==> src/rtl/can_errovl_frame_ctrl_pkg.sv <==
// Shared types for the CAN error/overload frame controller: FSM states,
// frame_type codes and bus level constants.
package can_err_pkg;

    typedef enum logic [2:0] {
        IDLE       = 3'd0,
        FLAG       = 3'd1,
        SUPERPOS   = 3'd2,
        DELIM_WAIT = 3'd3,
        DELIM      = 3'd4
    } state_t;

    localparam logic [1:0] FT_NONE    = 2'b00;
    localparam logic [1:0] FT_ERROR   = 2'b01;
    localparam logic [1:0] FT_OVLD    = 2'b10;
    localparam logic [1:0] FT_PASSIVE = 2'b11;

    localparam logic DOMINANT  = 1'b0;
    localparam logic RECESSIVE = 1'b1;

    // Active frames drive a dominant flag; passive error frames only listen.
    function automatic logic is_active_type(input logic [1:0] ft);
        return (ft == FT_ERROR) || (ft == FT_OVLD);
    endfunction

endpackage

==> src/rtl/can_errovl_frame_ctrl.sv <==
// Error/overload frame controller clocked at the CAN bit sample point.
// Optional stuck-dominant timeout in DELIM_WAIT is enabled by CAN_STUCK_TIMEOUT_EN.
module can_errovl_frame_ctrl
    import can_err_pkg::*;
#(
    parameter int FLAG_LEN     = 6,
    parameter int MAX_SUPERPOS = 6,
    parameter int DELIM_LEN    = 8,
    parameter int MAX_OVLD     = 2,
    parameter int STUCK_LIMIT  = 128,
    parameter int CNT_W        = 8
) (
    input  logic       SP,
    input  logic       reset,
    input  logic       RX,
    input  logic       err_start,
    input  logic       ovld_start,
    input  logic       err_passive,
    input  logic       sof,
    output logic       TX,
    output logic       F_ITMSS,
    output logic       busy,
    output logic [1:0] frame_type,
    output logic       bit_err,
    output logic       superpos_viol,
    output logic       ovld_drop,
    output logic       stuck_dom
);

    localparam int OVLD_W = $clog2(MAX_OVLD + 1);

    localparam logic [CNT_W-1:0]  CNT_ZERO     = CNT_W'(0);
    localparam logic [CNT_W-1:0]  CNT_ONE      = CNT_W'(1);
    localparam logic [CNT_W-1:0]  FLAG_END     = CNT_W'(FLAG_LEN);
    localparam logic [CNT_W-1:0]  SUPERPOS_END = CNT_W'(MAX_SUPERPOS);
    localparam logic [CNT_W-1:0]  DELIM_END    = CNT_W'(DELIM_LEN - 1);
`ifdef CAN_STUCK_TIMEOUT_EN
    localparam logic [CNT_W-1:0]  STUCK_END    = CNT_W'(STUCK_LIMIT - 1);
`endif
    localparam logic [OVLD_W-1:0] OVLD_LIMIT   = OVLD_W'(MAX_OVLD);
    localparam logic [OVLD_W-1:0] OVLD_ONE     = OVLD_W'(1);

    // The bit counter must be able to hold every terminal count without wrapping.
    if ((FLAG_LEN + MAX_SUPERPOS >= 2 ** CNT_W) || (DELIM_LEN >= 2 ** CNT_W) ||
        (STUCK_LIMIT >= 2 ** CNT_W)) begin : g_cnt_w_check
        $error("CNT_W too small for FLAG_LEN+MAX_SUPERPOS, DELIM_LEN or STUCK_LIMIT");
    end

    state_t            state;
    logic [CNT_W-1:0]  cnt;
    logic [OVLD_W-1:0] ovld_cnt;
    logic              prev_rx;

    logic [OVLD_W-1:0] ovld_base;
    logic              ovld_ok;
    logic [1:0]        err_ft;

    // sof clears the overload count before any start in the same bit is judged.
    assign ovld_base = sof ? {OVLD_W{1'b0}} : ovld_cnt;
    assign ovld_ok   = (ovld_base < OVLD_LIMIT);
    assign err_ft    = err_passive ? FT_PASSIVE : FT_ERROR;

    function automatic logic [CNT_W-1:0] sat_inc(input logic [CNT_W-1:0] v);
        return (&v) ? v : v + CNT_ONE;
    endfunction

    // Frame FSM with all outputs registered on the sample-point edge.
    always_ff @(posedge SP) begin
        if (reset) begin
            state         <= IDLE;
            cnt           <= CNT_ZERO;
            ovld_cnt      <= {OVLD_W{1'b0}};
            prev_rx       <= RECESSIVE;
            TX            <= RECESSIVE;
            F_ITMSS       <= 1'b1;
            busy          <= 1'b0;
            frame_type    <= FT_NONE;
            bit_err       <= 1'b0;
            superpos_viol <= 1'b0;
            ovld_drop     <= 1'b0;
            stuck_dom     <= 1'b0;
        end else begin
            bit_err       <= 1'b0;
            superpos_viol <= 1'b0;
            ovld_drop     <= 1'b0;
            stuck_dom     <= 1'b0;
            F_ITMSS       <= 1'b1;
            prev_rx       <= RX;
            ovld_cnt      <= ovld_base;

            case (state)
                IDLE: begin
                    if (err_start) begin
                        state      <= FLAG;
                        cnt        <= CNT_ONE;
                        frame_type <= err_ft;
                        TX         <= err_passive;
                        busy       <= 1'b1;
                    end else if (ovld_start && ovld_ok) begin
                        state      <= FLAG;
                        cnt        <= CNT_ONE;
                        frame_type <= FT_OVLD;
                        TX         <= DOMINANT;
                        busy       <= 1'b1;
                        ovld_cnt   <= ovld_base + OVLD_ONE;
                    end else begin
                        ovld_drop  <= ovld_start;
                        state      <= IDLE;
                        cnt        <= CNT_ZERO;
                        frame_type <= FT_NONE;
                        TX         <= RECESSIVE;
                        busy       <= 1'b0;
                    end
                end

                FLAG: begin
                    if (is_active_type(frame_type)) begin
                        bit_err <= (RX == RECESSIVE);
                    end else begin
                        bit_err <= 1'b0;
                    end
                    if (cnt == FLAG_END) begin
                        state <= SUPERPOS;
                        cnt   <= CNT_ZERO;
                        TX    <= RECESSIVE;
                    end else if (is_active_type(frame_type)) begin
                        cnt <= sat_inc(cnt);
                    end else begin
                        // A passive flag needs FLAG_LEN equal bits in a row.
                        cnt <= (RX == prev_rx) ? sat_inc(cnt) : CNT_ONE;
                    end
                end

                SUPERPOS: begin
                    if (RX == RECESSIVE) begin
                        state <= DELIM;
                        cnt   <= CNT_ONE;
                    end else if (cnt == SUPERPOS_END) begin
                        superpos_viol <= 1'b1;
                        state         <= DELIM_WAIT;
                        cnt           <= CNT_ZERO;
                    end else begin
                        cnt <= sat_inc(cnt);
                    end
                end

                DELIM_WAIT: begin
                    if (err_start) begin
                        state      <= FLAG;
                        cnt        <= CNT_ONE;
                        frame_type <= err_ft;
                        TX         <= err_passive;
                    end else if (RX == RECESSIVE) begin
                        state <= DELIM;
                        cnt   <= CNT_ONE;
                    end
`ifdef CAN_STUCK_TIMEOUT_EN
                    else if (cnt == STUCK_END) begin
                        stuck_dom  <= 1'b1;
                        state      <= IDLE;
                        cnt        <= CNT_ZERO;
                        frame_type <= FT_NONE;
                        busy       <= 1'b0;
                        TX         <= RECESSIVE;
                    end else begin
                        cnt <= sat_inc(cnt);
                    end
`else
                    else begin
                        cnt <= cnt;
                    end
`endif
                end

                DELIM: begin
                    if (err_start) begin
                        state      <= FLAG;
                        cnt        <= CNT_ONE;
                        frame_type <= err_ft;
                        TX         <= err_passive;
                    end else if (RX == RECESSIVE) begin
                        if (cnt == DELIM_END) begin
                            F_ITMSS    <= 1'b0;
                            state      <= IDLE;
                            cnt        <= CNT_ZERO;
                            frame_type <= FT_NONE;
                            busy       <= 1'b0;
                        end else begin
                            cnt <= sat_inc(cnt);
                        end
                    end else if (cnt == DELIM_END) begin
                        // Dominant last delimiter bit is an overload condition.
                        if (ovld_ok) begin
                            state      <= FLAG;
                            cnt        <= CNT_ONE;
                            frame_type <= FT_OVLD;
                            TX         <= DOMINANT;
                            ovld_cnt   <= ovld_base + OVLD_ONE;
                        end else begin
                            ovld_drop <= 1'b1;
                            state     <= DELIM_WAIT;
                            cnt       <= CNT_ZERO;
                        end
                    end else begin
                        bit_err <= 1'b1;
                        state   <= DELIM_WAIT;
                        cnt     <= CNT_ZERO;
                    end
                end

                default: begin
                    state      <= IDLE;
                    cnt        <= CNT_ZERO;
                    frame_type <= FT_NONE;
                    TX         <= RECESSIVE;
                    busy       <= 1'b0;
                end
            endcase
        end
    end

endmodule

==> config.mk <==
export PLATFORM = sky130hd
export DESIGN_NAME = can_errovl_frame_ctrl
export DESIGN_NICKNAME = d
export VERILOG_FILES = /design/src/rtl/can_errovl_frame_ctrl_pkg.sv /design/src/rtl/can_errovl_frame_ctrl.sv
export SDC_FILE = /design/constraint.sdc
export NUM_CORES = 1
export LEC_CHECK = 0
export CAP_MARGIN = 40
export CELL_PAD_IN_SITES_DETAIL_PLACEMENT = 1
export CELL_PAD_IN_SITES_GLOBAL_PLACEMENT = 1
export CORE_MARGIN = 8
export CORE_UTILIZATION = 32
export DETAILED_ROUTE_END_ITERATION = 8
export GPL_ROUTABILITY_DRIVEN = 0
export GPL_TIMING_DRIVEN = 0
export PLACE_DENSITY_LB_ADDON = 0.1
export SKIP_LAST_GASP = 1
export SLEW_MARGIN = 20
export SYNTH_ARGS = -nofsm -noshare
export SYNTH_HDL_FRONTEND = slang
export SYNTH_SLANG_ARGS = --single-unit
==> constraint.sdc <==
create_clock -name SP -period 2.9 [get_ports SP]
set_clock_uncertainty 0.2 [all_clocks]
set_input_delay 0.58 -clock SP [delete_from_list [all_inputs] [get_ports SP]]
set_output_delay 0.58 -clock SP [all_outputs]
set_load 0.02 [all_outputs]
==> impl_metrics.sql, run 1 <==
INSERT INTO impl_metrics (metric_group, metric, value, unit) VALUES
('route', 'ant_nets', '0', ''),
('logic_synthesis', 'edff_count_synth', '0', ''),
('logic_synthesis', 'syn_area', '1520', 'um2'),
('power_and_ir_drop', 'pwr_density_cell', '526', 'nW/um2'),
('worst_setup_path', 'worst-endpoint-required', '2880', 'ps'),
('global_routing', 'antenna_found_initial', '0', ''),
('logic_synthesis', 'number_of_distinct_library_cells_after_synthesis', '54', ''),
('outcome', 'run_status', 'complete, no violations', ''),
('power_and_ir_drop', 'post_route_total_power', '0.000937', 'W'),
('clock_network', 'number_of_gates_resized_after_cts', '0', ''),
('logic_synthesis', 'ys.flop_type', 'sky130_fd_sc_hd__dfxtp_1', ''),
('sta', 'actual_transition_at_the_worst_max_transition_pin', '667', 'ps'),
('cells_and_area', 'finish.instance_area', '1780', 'um2'),
('sta', 'maximum_clock_frequency', '0.380', 'GHz'),
('power_and_ir_drop', 'combinationalPowerShare', '37.0', '%'),
('logic_synthesis', 'synthesized_flop_and_latch_total', '22', ''),
('worst_setup_path', 'critical_path_peak_fanout', '10', ''),
('floorplanning', 'pin_count', '16', ''),
('route', 'drtIter0Drc', '129', ''),
('run', 'timing.max_cap.violations', '0', ''),
('clock_network', 'worst_skew_late_latency', '270', 'ps'),
('sta', 'timing_max_transition_violations_final', '0', ''),
('global_routing', 'groute.usage.overall', '13.4', '%'),
('sta', 'grt_setup_unrepaired', 'false', ''),
('floorplanning', 'coreArea', '4660', 'um2'),
('route', 'route.final.wire_length', '4720', 'um'),
('min_path', 'hp-class', 'reg2reg', ''),
('global_routing', 'number_of_global_route_vias_before_repair', '1562', ''),
('route', 'firstDrtPassIters', '4', ''),
('worst_setup_path', 'setup.worst_path.end_class', 'flop', ''),
('cells_and_area', 'fillerInstances', '587', ''),
('clock_network', 'cts-htree-levels', '1', ''),
('power_and_ir_drop', 'total_switching_power', '0.000340', 'W'),
('global_routing', 'wire_length_of_the_first_global_routing_pass', '7950', 'um'),
('clock_network', 'clk_pin_slew_worst_paths', '90', 'ps'),
('clock_network', 'maximum_count_of_clock_buffers_along_a_single_path', '2', ''),
('logic_synthesis', 'synth.avg_cell_area', '7.69', 'um2'),
('logic_synthesis', 'number_of_synthesis_warnings', '0', ''),
('worst_setup_path', 'crit_arrival', '2610', 'ps'),
('cells_and_area', 'layout.nets', '226', ''),
('clock_network', 'tritoncts', 'built', ''),
('clock_network', 'cts_setup_buffers', '0', ''),
('sta', 'worst_slack', '269', 'ps'),
('power_and_ir_drop', 'irDropWorstVdd', '0.181', 'mV'),
('worst_setup_path', 'criticalPathCategory', 'in2reg', ''),
('clock_network', 'clock_sinks', '22', ''),
('power_and_ir_drop', 'static-leakage-power', '0.614', 'nW'),
('route', 'number_of_vias_in_the_routed_layout', '1573', ''),
('floorplanning', 'die_width', '85.0', 'um'),
('clock_network', 'cts_hold_fix_bufs', '0', ''),
('logic_synthesis', 'postSynth.asyncResetShare', '0', '%'),
('worst_setup_path', 'crit_path_start_kind', 'primary input', ''),
('logic_synthesis', 'ys_seq_area_share', '28.9', '%'),
('floorplanning', 'initial_core_util', '32.7', '%'),
('placement', 'dp.cells', '265', ''),
('placement', 'place.port_buffers', '13', ''),
('logic_synthesis', 'postSynthNetCount', '208', ''),
('sta', 'post-route-period-util', '90.7', '%'),
('logic_synthesis', 'syn-instance-count', '198', ''),
('route', 'routed_via_density', '5.85', ''),
('cells_and_area', 'area.growth.synth_to_final', '16.9', '%'),
('cells_and_area', 'final_core_util', '38.2', '%'),
('route', 'drc_violations_left', '0', ''),
('global_routing', 'gr-total-overflow', '0', ''),
('global_routing', 'grt_start_max_net_pins', '13', ''),
('sta', 'final_hold_viol_count', '0', ''),
('sta', 'min_period', '2630', 'ps'),
('route', 'wire_per_inst', '17.6', 'um'),
('power_and_ir_drop', 'power_switching_share', '36.3', '%'),
('cells_and_area', 'layout-drive-gt1-share', '8.37', '%'),
('floorplanning', 'fp.dieH', '85.0', 'um');
==> layout by cell type (no fill, tap or decap), types with 3 or more instances in the layout <==
master	instances
sky130_fd_sc_hd__a31oi_1	4
sky130_fd_sc_hd__clkdlybuf4s50_1	13
sky130_fd_sc_hd__dfxtp_1	22
sky130_fd_sc_hd__nor2b_1	4
sky130_fd_sc_hd__o22ai_1	4
sky130_fd_sc_hd__nor2_1	15
sky130_fd_sc_hd__o21ai_0	10
sky130_fd_sc_hd__or4_1	3
sky130_fd_sc_hd__nand2_1	18
sky130_fd_sc_hd__clkbuf_8	4
sky130_fd_sc_hd__clkbuf_1	10
sky130_fd_sc_hd__and2_1	3
sky130_fd_sc_hd__a21o_1	3
sky130_fd_sc_hd__a221oi_1	3
sky130_fd_sc_hd__nand2b_1	3
sky130_fd_sc_hd__nand3_1	7
sky130_fd_sc_hd__a211oi_1	7
sky130_fd_sc_hd__a21oi_1	20
sky130_fd_sc_hd__inv_1	7
sky130_fd_sc_hd__ha_1	3
==> per-stage QoR <==
step	hold slack, ps	TNS [ps]
after global placement	268	-710
final	305	0
after floorplan	272	0
after global routing	318	0
after detailed placement	294	-1210
after CTS	309	0
==> worst paths after layout <==
| path | startpoint | end | slack (ps) | depth (start not counted) |
|---|---|---|---|---|
| worst max-delay path | err_start | cnt[6] | 270 | 7 |
| worst min-delay path | busy | busy | 300 | 2 |
| worst max register to register | cnt[0] | cnt[6] | 350 | 8 |
| worst min register to register | busy | busy | 300 | 2 |
==> layer usage <==
metal / up-vias / global-route usage (%) / share of wire [%]
met5: - / 0 / 0
met1: 759 / 19.1 / 52
met2: 39 / 19.7 / 42
met4: 0 / 4.53 / 1.5
met3: 8 / 2.03 / 3.9
li1: 767 / - / -
==> flip-flops by register name, summed over array words and instances (netlist names) <==
| signal | cells |
|---|---|
| cnt | 8 |
| state | 3 |
| frame_type | 2 |
| ovld_cnt | 2 |
| F_ITMSS | 1 |
| TX | 1 |
| bit_err | 1 |
| busy | 1 |
| ovld_drop | 1 |
| prev_rx | 1 |
| superpos_viol | 1 |
==> cell type report <==
class,instances,area [um2],area share (%)
multi-input cells,153,981,55.1
flip-flops and latches,22,440,24.7
plain buffers,16,80.1,4.50
repair buffers,13,130,7.31
well taps,54,67.6,3.79
clock buffers,4,55.1,3.09
inverters,7,26.3,1.48
==> power by group through the flow <==
stage	registers (W)	logic [W]	clock network, W
finish	0.000355	0.000346	0.000235
global route	0.000359	0.000382	0.000251
CTS	0.000356	0.000345	0.000244
detailed placement	0.000363	0.000343	0
global placement	0.000360	0.000341	0
floorplan	0.000374	0.000224	0
==> synth_stat cells (3+ instances only) <==
library cell	number	area share [%]
sky130_fd_sc_hd__dfxtp_1	22	29
sky130_fd_sc_hd__a21oi_1	20	6.6
sky130_fd_sc_hd__nand2_1	18	4.4
sky130_fd_sc_hd__nor2_1	15	3.7
sky130_fd_sc_hd__clkbuf_1	10	2.5
sky130_fd_sc_hd__o21ai_0	10	3.3
sky130_fd_sc_hd__a211oi_1	7	3.5
sky130_fd_sc_hd__inv_1	7	1.7
sky130_fd_sc_hd__nand3_1	7	2.3
sky130_fd_sc_hd__a31oi_1	4	1.6
sky130_fd_sc_hd__nor2b_1	4	1.6
sky130_fd_sc_hd__o22ai_1	4	1.6
sky130_fd_sc_hd__a21o_1	3	1.5
sky130_fd_sc_hd__a221oi_1	3	1.7
sky130_fd_sc_hd__and2_1	3	1.2
sky130_fd_sc_hd__ha_1	3	2.5
sky130_fd_sc_hd__nand2b_1	3	1.2
sky130_fd_sc_hd__nor3_1	3	0.99
sky130_fd_sc_hd__or4_1	3	1.5
==> logic make-up after synthesis <==
family	Yosys count	share of synthesized area, %
AO/OA/AOI/OAI	72	32.5
XOR/XNOR	3	1.73
adder cells (fa/ha/maj)	3	2.47
buffers and inverters	23	6.98
flip-flops	22	28.9
multiplexers	1	0.739
other	1	0.246
AND/OR/NAND/NOR	73	26.5
==> critical path, cell delays in order <==
cell	delay [ps]
sky130_fd_sc_hd__clkdlybuf4s50_1	450
sky130_fd_sc_hd__clkbuf_1	270
sky130_fd_sc_hd__nor3_2	450
sky130_fd_sc_hd__a22o_1	240
sky130_fd_sc_hd__buf_2	220
sky130_fd_sc_hd__o21ai_0	120
sky130_fd_sc_hd__a221oi_1	280
(Power assumes the default switching activity.)
==> run 2: changes to the inputs <==
Settings changed: CORE_ASPECT_RATIO set to 1.75, MAX_ROUTING_LAYER set to met4.
==> run 2 against run 1 <==
Effect of this change: critical path depth unchanged; design area up 0.77%; global-route usage grew 2.0 points; largest power group unchanged.
==> impl_metrics.sql, run 2 (synthesis gave the netlist of run 1 again) <==
INSERT INTO impl_metrics (metric_group, metric, value, unit) VALUES
('outcome', 'run_status', 'complete, no violations', ''),
('worst_setup_path', 'criticalPathCategory', 'in2reg', ''),
('clock_network', 'cts-htree-levels', '1', ''),
('power_and_ir_drop', 'irDropWorstVdd', '0.247', 'mV'),
('worst_setup_path', 'worst-endpoint-required', '2880', 'ps'),
('worst_setup_path', 'crit_path_start_kind', 'primary input', ''),
('cells_and_area', 'multi_input_comb_area', '981', 'um2'),
('cells_and_area', 'final_core_util', '38.8', '%'),
('worst_setup_path', 'crit_arrival', '2690', 'ps'),
('cells_and_area', 'largestRegisters', 'cnt (8), state (3)', ''),
('clock_network', 'tritoncts', 'built', ''),
('power_and_ir_drop', 'power_switching_share', '34.4', '%'),
('cells_and_area', 'area.growth.synth_to_final', '17.8', '%'),
('cells_and_area', 'layout-drive-gt1-share', '8.37', '%'),
('floorplanning', 'initial_core_util', '32.9', '%'),
('sta', 'post-route-period-util', '93.4', '%'),
('global_routing', 'wire_length_of_the_first_global_routing_pass', '8600', 'um'),
('cells_and_area', 'antenna_cells_inserted', '0', ''),
('sta', 'worst_slew_margin_rel', '54.8', '%'),
('worst_setup_path', 'crit_chain', 'clkdlybuf4s50_1 > clkbuf_1 > nor3_2 > a22o_1 > buf_2 > o21ai_0 > a221oi_1', ''),
('floorplanning', 'coreArea', '4620', 'um2'),
('route', 'number_of_vias_in_the_routed_layout', '1620', ''),
('cells_and_area', 'mostFrequentLayoutCells', '22 x sky130_fd_sc_hd__dfxtp_1, 20 x sky130_fd_sc_hd__a21oi_1, 18 x sky130_fd_sc_hd__nand2_1, 15 x sky130_fd_sc_hd__nor2_1, 13 x sky130_fd_sc_hd__clkdlybuf4s50_1', ''),
('route', 'firstDrtPassIters', '4', ''),
('global_routing', 'grt_start_max_net_pins', '14', ''),
('power_and_ir_drop', 'static-leakage-power', '0.621', 'nW'),
('worst_setup_path', 'worst-path-buf-inv', '3', ''),
('route', 'wire_per_inst', '19.7', 'um'),
('worst_setup_path', 'critical_path.slowest_cell', 'sky130_fd_sc_hd__clkdlybuf4s50_1', ''),
('worst_setup_path', 'critical_path_peak_fanout', '10', ''),
('clock_network', 'cts.root.buffer_cell', 'sky130_fd_sc_hd__clkbuf_8', ''),
('global_routing', 'number_of_global_route_vias_before_repair', '1710', ''),
('power_and_ir_drop', 'pwr_density_cell', '560', 'nW/um2'),
('worst_setup_path', 'cpLargestDelayFamily', 'buffers and inverters', ''),
('clock_network', 'clock_sinks', '22', ''),
('worst_setup_path', 'critPathMaxStageDelay', '480', 'ps'),
('sta', 'grt_setup_unrepaired', 'false', ''),
('sta', 'actual_transition_at_the_worst_max_transition_pin', '676', 'ps'),
('cells_and_area', 'fillerInstances', '592', ''),
('clock_network', 'clk_pin_slew_worst_paths', '90', 'ps'),
('floorplanning', 'fp.dieArea', '7310', 'um2'),
('floorplanning', 'die_width', '68.1', 'um'),
('cells_and_area', 'number_of_standard_cells_in_the_final_layout_excluding_fillers', '267', ''),
('placement', 'place.port_buffers', '13', ''),
('power_and_ir_drop', 'total_switching_power', '0.000346', 'W'),
('cells_and_area', 'layout.nets', '226', ''),
('cells_and_area', 'mostFrequentLayoutCell', 'sky130_fd_sc_hd__dfxtp_1', ''),
('global_routing', 'gr-total-overflow', '0', ''),
('sta', 'setup_tns', '0', 'ps'),
('clock_network', 'maximum_count_of_clock_buffers_along_a_single_path', '2', ''),
('sta', 'maximum_clock_frequency', '0.369', 'GHz'),
('placement', 'place_hpwl', '4080', 'um'),
('worst_setup_path', 'setup.worst_path.end_class', 'flop', ''),
('floorplanning', 'placement_row_count', '33', ''),
('cells_and_area', 'seqCellArea', '440', 'um2'),
('sta', 'min_period', '2710', 'ps'),
('cells_and_area', 'largest_register', 'cnt', ''),
('power_and_ir_drop', 'combinationalPowerShare', '35.0', '%'),
('sta', 'hold_ws', '296', 'ps'),
('power_and_ir_drop', 'clock_power_share', '29.6', '%'),
('power_and_ir_drop', 'cellInternalPower', '0.000660', 'W'),
('route', 'drtIter0Drc', '54', ''),
('sta', 'final_hold_viol_count', '0', ''),
('run', 'timing.max_cap.violations', '0', ''),
('route', 'route.final.wire_length', '5270', 'um'),
('floorplanning', 'fp.dieH', '107', 'um'),
('placement', 'dp.cells', '263', ''),
('sta', 'timing_max_transition_violations_final', '0', ''),
('floorplanning', 'pin_count', '16', ''),
('route', 'routed_via_density', '6.07', ''),
('sta', 'setup-violations-final', '0', ''),
('route', 'drc_violations_left', '0', ''),
('route', 'ant_nets', '0', ''),
('clock_network', 'cts_hold_fix_bufs', '0', ''),
('power_and_ir_drop', 'sequential_fraction_of_design_power', '35.4', '%'),
('cells_and_area', 'largest_register_ffs', '8', ''),
('clock_network', 'number_of_buffers_inserted_during_clock_tree_synthesis', '3', ''),
('power_and_ir_drop', 'post_route_total_power', '0.00101', 'W'),
('clock_network', 'worst_skew_late_latency', '270', 'ps'),
('clock_network', 'cts_setup_buffers', '0', ''),
('global_routing', 'groute.usage.overall', '15.5', '%'),
('min_path', 'hp-class', 'reg2reg', ''),
('global_routing', 'antenna_found_initial', '0', '');
-- run 2: cell count changes in the layout (fill, tap and decap cells not counted), sizes merged --
cell    change
bufinv      +1
clkbuf      -1
-- run 2: metal layers --
layer | routed length, um | global-route usage [%] | vias to the layer above
li1 | - | - | 777
met1 | 1960 | 15.7 | 805
met2 | 3120 | 29.3 | 28
met3 | 103 | 1.77 | 10
met4 | 83 | 4.12 | 0
met5 | 0 | - | -
-- run 2: tightest hold or removal path: stages (launching register included) --
cell and delay [ps]:
sky130_fd_sc_hd__dfxtp_1 320, sky130_fd_sc_hd__o21ai_0 70, sky130_fd_sc_hd__a21oi_1 70
-- run 2: final cells by class --
| type | count | share of cell area, % |
|---|---|---|
| Inverter | 7 | 1.46 |
| Clock buffer | 3 | 2.30 |
| Sequential cell | 22 | 24.5 |
| Clock inverter | 1 | 1.67 |
| Tap cell | 52 | 3.63 |
| Timing Repair Buffer | 13 | 7.25 |
| Buffer | 16 | 4.46 |
| Multi-Input combinational cell | 153 | 54.7 |
-- run 2: worst paths after layout --
path	from	endpoint	slack (ps)	cells after the start
max	err_start	cnt[6]	190	7
min	busy	busy	300	2
max reg2reg	cnt[0]	cnt[6]	320	8
min reg2reg	busy	busy	300	2
-- run 2: repair_timing --
| action | 4_1_cts | 5_1_grt |
|---|---|---|
| resized for setup | 0 | 1 |
| setup endpoints to repair | 0 | 7 |
| hold endpoints to repair | 0 | 0 |
-- run 2: power groups by stage --
stage               clock, W  combinational [W]  sequential (W)
CTS                 0.000306           0.000351        0.000356
global placement           0           0.000345        0.000360
detailed placement         0           0.000350        0.000362
global route        0.000313           0.000388        0.000359
floorplan                  0           0.000224        0.000374
finish              0.000298           0.000352        0.000356
-- run 2: through the flow --
step	area, um2	worst slack (ps)
2_1_floorplan	1520	721
3_3_place_gp	1720	-208
3_5_place_dp	1720	-282
4_1_cts	1790	5.96
5_1_grt	1790	39.3
6_report	1790	192
==> run 3: changes to the inputs <==
Settings changed: SLEW_MARGIN 20 to 5.
==> results of run 3 <==
No change in the layout: final DEF, timing and power equal those of run 2.
